===== src/rtl/rr_arbiter_8.sv =====
// rr_arbiter_8 -- eight-requester round-robin arbiter with registered grant.
//
// A two-state FSM (IDLE / OWNED) hands the shared resource to one requester
// at a time. Arbitration starts at the rotating pointer ptr. After a release
// the pointer moves one past the previous owner, so every active requester is
// served in turn. At least one IDLE cycle always separates two grants.
//
// Optional feature: define RR_ARB_TIMEOUT_EN to compile in a grant-hold
// watchdog. It forces a release after TIMEOUT_CYCLES owned cycles and pulses
// timeout. Without the macro, timeout is tied to 0 and grants are held until
// the owner releases them.
//
// Parameters:
//   TIMEOUT_CYCLES  watchdog limit in owned cycles (2..255). Used only with
//                   RR_ARB_TIMEOUT_EN.
// Ports:
//   clk          clock; all state changes on the rising edge
//   rst_n        synchronous, active-low reset
//   req[7:0]     per-requester request, held high until served
//   done         release pulse from the owner; ignored in IDLE
//   grant[7:0]   registered one-hot grant; all-zero when there is no owner
//   grant_idx    registered index of the current (or last) owner
//   grant_valid  registered; high while a grant is held
//   timeout      registered one-cycle pulse on a forced release
module rr_arbiter_8 #(
  parameter int unsigned TIMEOUT_CYCLES = 16
) (
  input  logic       clk,
  input  logic       rst_n,
  input  logic [7:0] req,
  input  logic       done,
  output logic [7:0] grant,
  output logic [2:0] grant_idx,
  output logic       grant_valid,
  output logic       timeout
);

  typedef enum logic {IDLE = 1'b0, OWNED = 1'b1} state_t;

  state_t     state_reg, state_next;
  logic [2:0] ptr_reg, ptr_next;
  logic [7:0] grant_reg, grant_next;
  logic [2:0] grant_idx_reg, grant_idx_next;
  logic       grant_valid_reg, grant_valid_next;

  logic [7:0] req_rot;   // req rotated so that bit 0 is the requester at ptr
  logic [2:0] offset;    // search-order distance of the winner from ptr
  logic [2:0] sel_idx;
  logic       rel_normal;
  logic       rel_forced;
  logic       rel_any;

  // Rotation: 3-bit index arithmetic wraps modulo 8.
  genvar gi;
  generate
    for (gi = 0; gi < 8; gi++) begin : g_rot
      assign req_rot[gi] = req[ptr_reg + 3'(gi)];
    end
  endgenerate

  // Lowest set bit of the rotated vector is the first hit in search order.
  always_comb begin
    offset = 3'd0;
    for (int k = 7; k >= 0; k--) begin
      if (req_rot[k]) offset = 3'(k);
    end
  end

  assign sel_idx    = ptr_reg + offset;
  // Owner releases explicitly or by dropping its request; both together
  // still count as one release.
  assign rel_normal = done | ~req[grant_idx_reg];
  assign rel_any    = rel_normal | rel_forced;

`ifdef RR_ARB_TIMEOUT_EN
  localparam logic [7:0] HOLD_LAST = 8'(TIMEOUT_CYCLES - 1);

  logic [7:0] hold_cnt_reg, hold_cnt_next;
  logic       timeout_reg, timeout_next;

  // The counter sits at zero throughout IDLE, so it reads 0 in the first
  // owned cycle and TIMEOUT_CYCLES-1 in the last one allowed.
  assign hold_cnt_next = (state_reg == OWNED) ? hold_cnt_reg + 8'd1 : 8'd0;
  assign rel_forced    = (hold_cnt_reg == HOLD_LAST);
  // A normal release in the same cycle wins, so no pulse is produced.
  assign timeout_next  = (state_reg == OWNED) & rel_forced & ~rel_normal;

  always_ff @(posedge clk) begin
    if (!rst_n) begin
      hold_cnt_reg <= 8'd0;
      timeout_reg  <= 1'b0;
    end else begin
      hold_cnt_reg <= hold_cnt_next;
      timeout_reg  <= timeout_next;
    end
  end

  assign timeout = timeout_reg;
`else
  assign rel_forced = 1'b0;
  assign timeout    = 1'b0;
`endif

  // State and output registers.
  always_ff @(posedge clk) begin
    if (!rst_n) begin
      state_reg       <= IDLE;
      ptr_reg         <= 3'd0;
      grant_reg       <= 8'h00;
      grant_idx_reg   <= 3'd0;
      grant_valid_reg <= 1'b0;
    end else begin
      state_reg       <= state_next;
      ptr_reg         <= ptr_next;
      grant_reg       <= grant_next;
      grant_idx_reg   <= grant_idx_next;
      grant_valid_reg <= grant_valid_next;
    end
  end

  // Next-state logic.
  always_comb begin
    state_next = state_reg;
    case (state_reg)
      IDLE:    if (|req)   state_next = OWNED;
      OWNED:   if (rel_any) state_next = IDLE;
      default: state_next = IDLE;
    endcase
  end

  // Next values of the registered outputs and the pointer.
  always_comb begin
    grant_next       = grant_reg;
    grant_idx_next   = grant_idx_reg;
    grant_valid_next = grant_valid_reg;
    ptr_next         = ptr_reg;
    case (state_reg)
      IDLE: begin
        if (|req) begin
          grant_next       = 8'b1 << sel_idx;
          grant_idx_next   = sel_idx;
          grant_valid_next = 1'b1;
        end else begin
          grant_next       = 8'h00;
          grant_valid_next = 1'b0;
        end
      end
      OWNED: begin
        // grant_idx is kept so the next search starts after the last owner.
        if (rel_any) begin
          grant_next       = 8'h00;
          grant_valid_next = 1'b0;
          ptr_next         = grant_idx_reg + 3'd1;
        end
      end
      default: begin
        grant_next       = 8'h00;
        grant_valid_next = 1'b0;
      end
    endcase
  end

  assign grant       = grant_reg;
  assign grant_idx   = grant_idx_reg;
  assign grant_valid = grant_valid_reg;

endmodule


===== config.mk =====
export PLATFORM = sky130hd
export DESIGN_NAME = rr_arbiter_8
export DESIGN_NICKNAME = d
export VERILOG_FILES = /design/src/rtl/rr_arbiter_8.sv
export SDC_FILE = /design/constraint.sdc
export NUM_CORES = 1
export LEC_CHECK = 0
export CORE_UTILIZATION = 31
export CTS_CLUSTER_SIZE = 40
export DETAILED_ROUTE_END_ITERATION = 8
export MAX_ROUTING_LAYER = met4
export PLACE_DENSITY = 0.63
export SYNTH_ARGS = -nofsm -noshare
export SYNTH_HDL_FRONTEND = slang
export SYNTH_SLANG_ARGS = --single-unit

===== constraint.sdc =====
create_clock -name clk -period 3.7 [get_ports clk]
set_clock_uncertainty 0.2 [all_clocks]
set_input_delay 0.37 -clock clk [delete_from_list [all_inputs] [get_ports clk]]
set_output_delay 0.37 -clock clk [all_outputs]
set_load 0.01 [all_outputs]

### After elaboration in Yosys (flattened, before gate mapping)

Cells that the tools add are included.
Widths: inputs -> output; s select.

| storage, ports and cells | value |
|---|---|
| flip-flop bits (word level) | 16 |
| bits of input ports | 11 |
| output and inout port bits | 13 |
| word-level logic and storage cells | 65 |

| cells by class | value |
|---|---|
| add/sub/neg operators | 9 |
| magnitude comparators | 9 |
| eq/ne operators | 1 |
| shift operators | 1 |
| muxes and demuxes | 34 |
| bitwise gates (word level) | 3 |
| reductions and logical operators | 3 |

Operators by type and width:

| kind | number |
|---|---|
| $lt 3x4->1 const B | 9 |
| $bmux 1 s3 | 9 |
| $mux 3 | 8 |
| $mux 8 | 2 |
| $pmux 8 s2 | 1 |
| $add 3x3->3 const B | 4 |
| $mux 1 | 12 |
| $reduce_or 8->1 | 1 |
| $shl 1x3->8 const A | 1 |
| $add 3x1->3 const B | 2 |
| $add 3x2->3 const B | 2 |
| $pmux 1 s2 | 2 |
| $reduce_and 2->1 | 2 |
| $add 3x3->3 | 1 |
| $ne 2x1->1 const B | 1 |
| $not 1->1 | 2 |
| $or 1x1->1 | 1 |

### Longest topological paths before layout

| logic depth | value |
|---|---|
| depth after elaboration | 15 |
| gate-level depth with buffers | 17 |

### Least setup slack after synthesis

OpenSTA, ideal clock, no wires.

| timing path | value |
|---|---|
| path kind | reg-to-reg |
| start | register ptr_reg[1] |
| end | register grant_reg[2] (netlist: grant[2]) |
| arrival | 3,875 ps |
| data required time | 3,438 ps |
| slack | -437 ps |
| stages on the path, launching flop included | 14 |
| clock period less this slack | 4,137 ps |
| cell sequence | dfxtp_1 -> clkbuf_1 -> inv_1 -> ha_1 -> buf_6 -> mux2_4 -> mux4_2 -> or3b_4 -> o22a_2 -> fa_1 -> or4bb_1 -> nor2_1 -> nand3_1 -> nand3_1 |

| between the ends | value |
|---|---|
| longest elaborated chain between the ends | 15 |

RTL lines:

| what | line | text |
|---|---|---|
| from (decl) | 41 | `logic [2:0] ptr_reg, ptr_next;` |
| from (signal assigned) | 114 | `ptr_reg <= ptr_next;` |
| $add 3x3->3 | 57 | `assign req_rot[gi] = req[ptr_reg + 3'(gi)];` |
| $bmux 1 s3 | 57 |  |
| $mux 1 (implied by the code) | 57 |  |
| $mux 3 (8 in series) | 65 | `if (req_rot[k]) offset = 3'(k);` |
| $add 3x3->3 * | 69 | `assign sel_idx = ptr_reg + offset;` |
| $shl 1x3->8 * | 140 | `grant_next = 8'b1 << sel_idx;` |
| $mux 8 * | 139 | `if (\|req) begin` |
| $pmux 8 s2 * | 137 | `case (state_reg)` |
| to (signal assigned) | 115 | `grant_reg <= grant_next;` |
| to (decl) | 42 | `logic [7:0] grant_reg, grant_next;` |

Mark *: on every way between the ends. The rest lies on a longest branch, timed or not. The select of a mux whose other input is x is not followed.
A chain may end at the register's enable or synchronous reset.

### Worst setup path after layout

| timing path | value |
|---|---|
| start | register ptr_reg[0] |
| end | register grant_reg[6] (netlist: grant[6]) |

The elaborated chain is that of the path after synthesis.

==> out/summary.txt <==
Synth area leader - dfxtp_1
max FFs per register - 8
Worst Hold Path Cells - 2
Synth async-reset ratio - 0
CP startpoint kind - register
WS Path Type - reg2reg
1st-iter DRT viols - 84
post-synthesis mux area share - 0.295
CTS root buffer - clkbuf_8
Synth warnings - 0
flop2flop setup slack - -130 ps
met3 wire length - 105 um
Vias/cell - 5.32
Post-Synth Adder-Cell Area - 0.0469
area share of the largest cell type after synthesis - 0.215
Max Slew Vio Count - 0
Fin Setup TNS - -227 ps
initial antenna violation count - 0
first-pass GRT wire length - 6230 um
fin crit period - 3830 ps
largest family of logic cells by synthesized area - multiplexers
WP data required - 3700 ps
H-tree Lvls - 1
Overflow after GRT - 0
first-pass iteration count of the detailed router - 6
simple-gate portion of the synthesized area - 0.237
top layer in use - met4
PnR worst setup slack - -130 ps
Die Y - 71.4 um
worst-skew pair later-pin latency - 250 ps
post-DR wirelength/cell - 14.8 um
TritonCTS clock tree - done
capture point of the worst reg-to-reg path - grant[6]$_SDFFE_PN0P_
count of clock tree sinks - 16
pwr dens - 449 mW/mm2
vias in the first global route - 1293
worst slew pin tran - 578 ps
ys flop type - dfxtp_1
diode count - 0
DP HPWL - 2800 um
register area share after synthesis - 0.215
nets@finish - 222
Distinct cells, synth - 45
Rows - 24
Residual DRC - 1
status - complete, but fails checks
final hold violation count - 0
Max clock buf depth - 2
metal2 WL - 1740 um
xor and xnor area share after synthesis - 0.0352
syn nets - 167
Via Count - 1367
Layout Utilization - 0.468
total global-route track usage - 0.160
number of synthesized register bits - 16
VDD IR max - 0.211 mV
Synth Area in Compound Gates - 0.122
Syn Area/Cell - 9.89 um2
leakage - 0.851 nW
Ports - 24
pin count of the biggest net entering global routing - 14
clock transition at the registers of the reported paths - 60 ps
Initial Util - 0.331
synthesized area - 0.00149 mm2
Hold Crit Start - grant[2]$_SDFFE_PN0P_
Reg2Reg Depth - 12
unrepaired setup endpoints after global routing - true
total wire length - 3800 um
cts bufs inserted - 3
core area - 0.00450 mm2
setup violators final - 2
GPL Wtd Cong - 0.866
violated checks - DRC, setup timing
CP max FO - 4
Final period util - 1.04
Mapped Cells - 151
fraction of layout cells with a size suffix above 1 - 0.395
synth top area cells - dfxtp_1 (21%), mux4_2 (12%), mux4_1 (7.0%), nand3_1 (5.4%), mux2_4 (4.0%)
Hold Crit Class - reg2reg
hold_buf cts - 0
number of flops mapped to enable cells by yosys - 0
Commonest cells post-synth - dfxtp_1 (16), nand3_1 (16), nor2_1 (12), nand2_1 (10), o21ai_1 (9)
Port-buffer cells - 22
CP endpoint kind - register
Die ar. - 0.00510 mm2
Arr. time, crit path - 3820 ps
Routed met1 length - 1900 um
Die Wd - 71.4 um
relative slew slack - 0.611
area grow syn2layout - 41.3%
Reg2Reg Launch Point - ptr_reg[0]$_SDFFE_PN0P_
maxcap violations - 0
Fmax - 0.261 GHz
Routed Antenna Nets - 0
Hold Crit Endpoint - grant[2]$_SDFFE_PN0P_
power breakdown:
| part | internal, mW | total (mW) | switching [mW] | leakage [nW] |
|---|---|---|---|---|
| clock | 0.0765 | 0.138 | 0.0614 | 0.0228 |
| combinational | 0.322 | 0.588 | 0.266 | 0.696 |
| sequential | 0.198 | 0.222 | 0.0239 | 0.132 |
| total | 0.596 | 0.948 | 0.351 | 0.851 |
stage by stage:
stage	std cells	setup slack (ps)	total power, mW	cell area (um2)	hold WS (ps)
after global routing	257	-239	1.01	2110	291
after global placement	249	-306	0.773	2000	254
final	257	-130	0.948	2110	268
after floorplan	151	-219	0.569	1520	292
after detailed placement	249	-341	0.781	2000	258
after CTS	254	-103	0.932	2050	274
final cells by class:
type / instances / area [um2]
Clock buffer: 4 / 45.0
Fill cell: 438 / 2390
Inverter: 3 / 11.3
Multi-Input combinational cell: 122 / 1130
Sequential cell: 16 / 325
Tap cell: 52 / 65.1
Timing Repair Buffer: 60 / 536
worst max path at each step:
stage	from	to	slack, ps	cells after the start
3_3_place_gp	req[1]	grant[2]$_SDFFE_PN0P_	-310	14
3_5_place_dp	req[1]	grant[6]$_SDFFE_PN0P_	-340	14
4_1_cts	ptr_reg[0]$_SDFFE_PN0P_	grant[2]$_SDFFE_PN0P_	-100	12
5_1_grt	ptr_reg[0]$_SDFFE_PN0P_	grant[6]$_SDFFE_PN0P_	-240	15
2_1_floorplan	ptr_reg[0]$_SDFFE_PN0P_	grant[2]$_SDFFE_PN0P_	-220	13
6_report	ptr_reg[0]$_SDFFE_PN0P_	grant[6]$_SDFFE_PN0P_	-130	12
worst max-delay path, stage by stage, from the launching register on:
cell and delay [ps]:
dfxtp_4 350, inv_2 40, ha_4 310, buf_6 120, mux2_4 300, mux4_2 520
or3b_4 420, o22a_2 190, fa_1 470, or4bb_1 530, nor2_1 140, nand3_1 90
nand3_1 90
cell families (layout without fill, tap and decap cells):
kind of cell,after synthesis,count (layout)
other,1,1
adder cells (fa/ha/maj),5,5
buffers and inverters,13,67
flip-flops,16,16
multiplexers,25,25
XOR/XNOR,6,6
AO/OA/AOI/OAI,25,25
AND/OR/NAND/NOR,60,60
cell usage in the layout (no fill, tap or decap), types with 2 or more instances in the layout:
cell / instances
mux2_2: 4
buf_6: 2
xnor2_1: 2
mux4_1: 2
nand3_1: 16
dfxtp_1: 14
mux2_4: 4
inv_2: 3
and2_1: 2
nor4_1: 2
clkdlybuf4s50_1: 18
a21oi_1: 4
mux4_2: 10
mux2i_1: 5
ha_1: 2
clkbuf_8: 3
nor2_2: 3
xor2_1: 3
dlymetal6s2s_1: 4
buf_4: 35
nor2_1: 9
nand2_1: 10
nor2b_1: 4
nor4_4: 2
o21ai_1: 9
nor3b_1: 2
o21ai_0: 3
nand4b_1: 2
what timing repair did:
item,in CTS,in global routing
setup buffers,1,3
gates cloned,0,0
setup endpoints to repair,2,9
resized for setup,2,12
pin swaps,3,1
per-layer routing:
layer  up-vias  GRT usage
met5         -          -
met4         0     0.0533
met3         5     0.0169
met2        24      0.250
met1       663      0.217
li1        675          -
No activity file was read; power rests on OpenSTA's default activity.
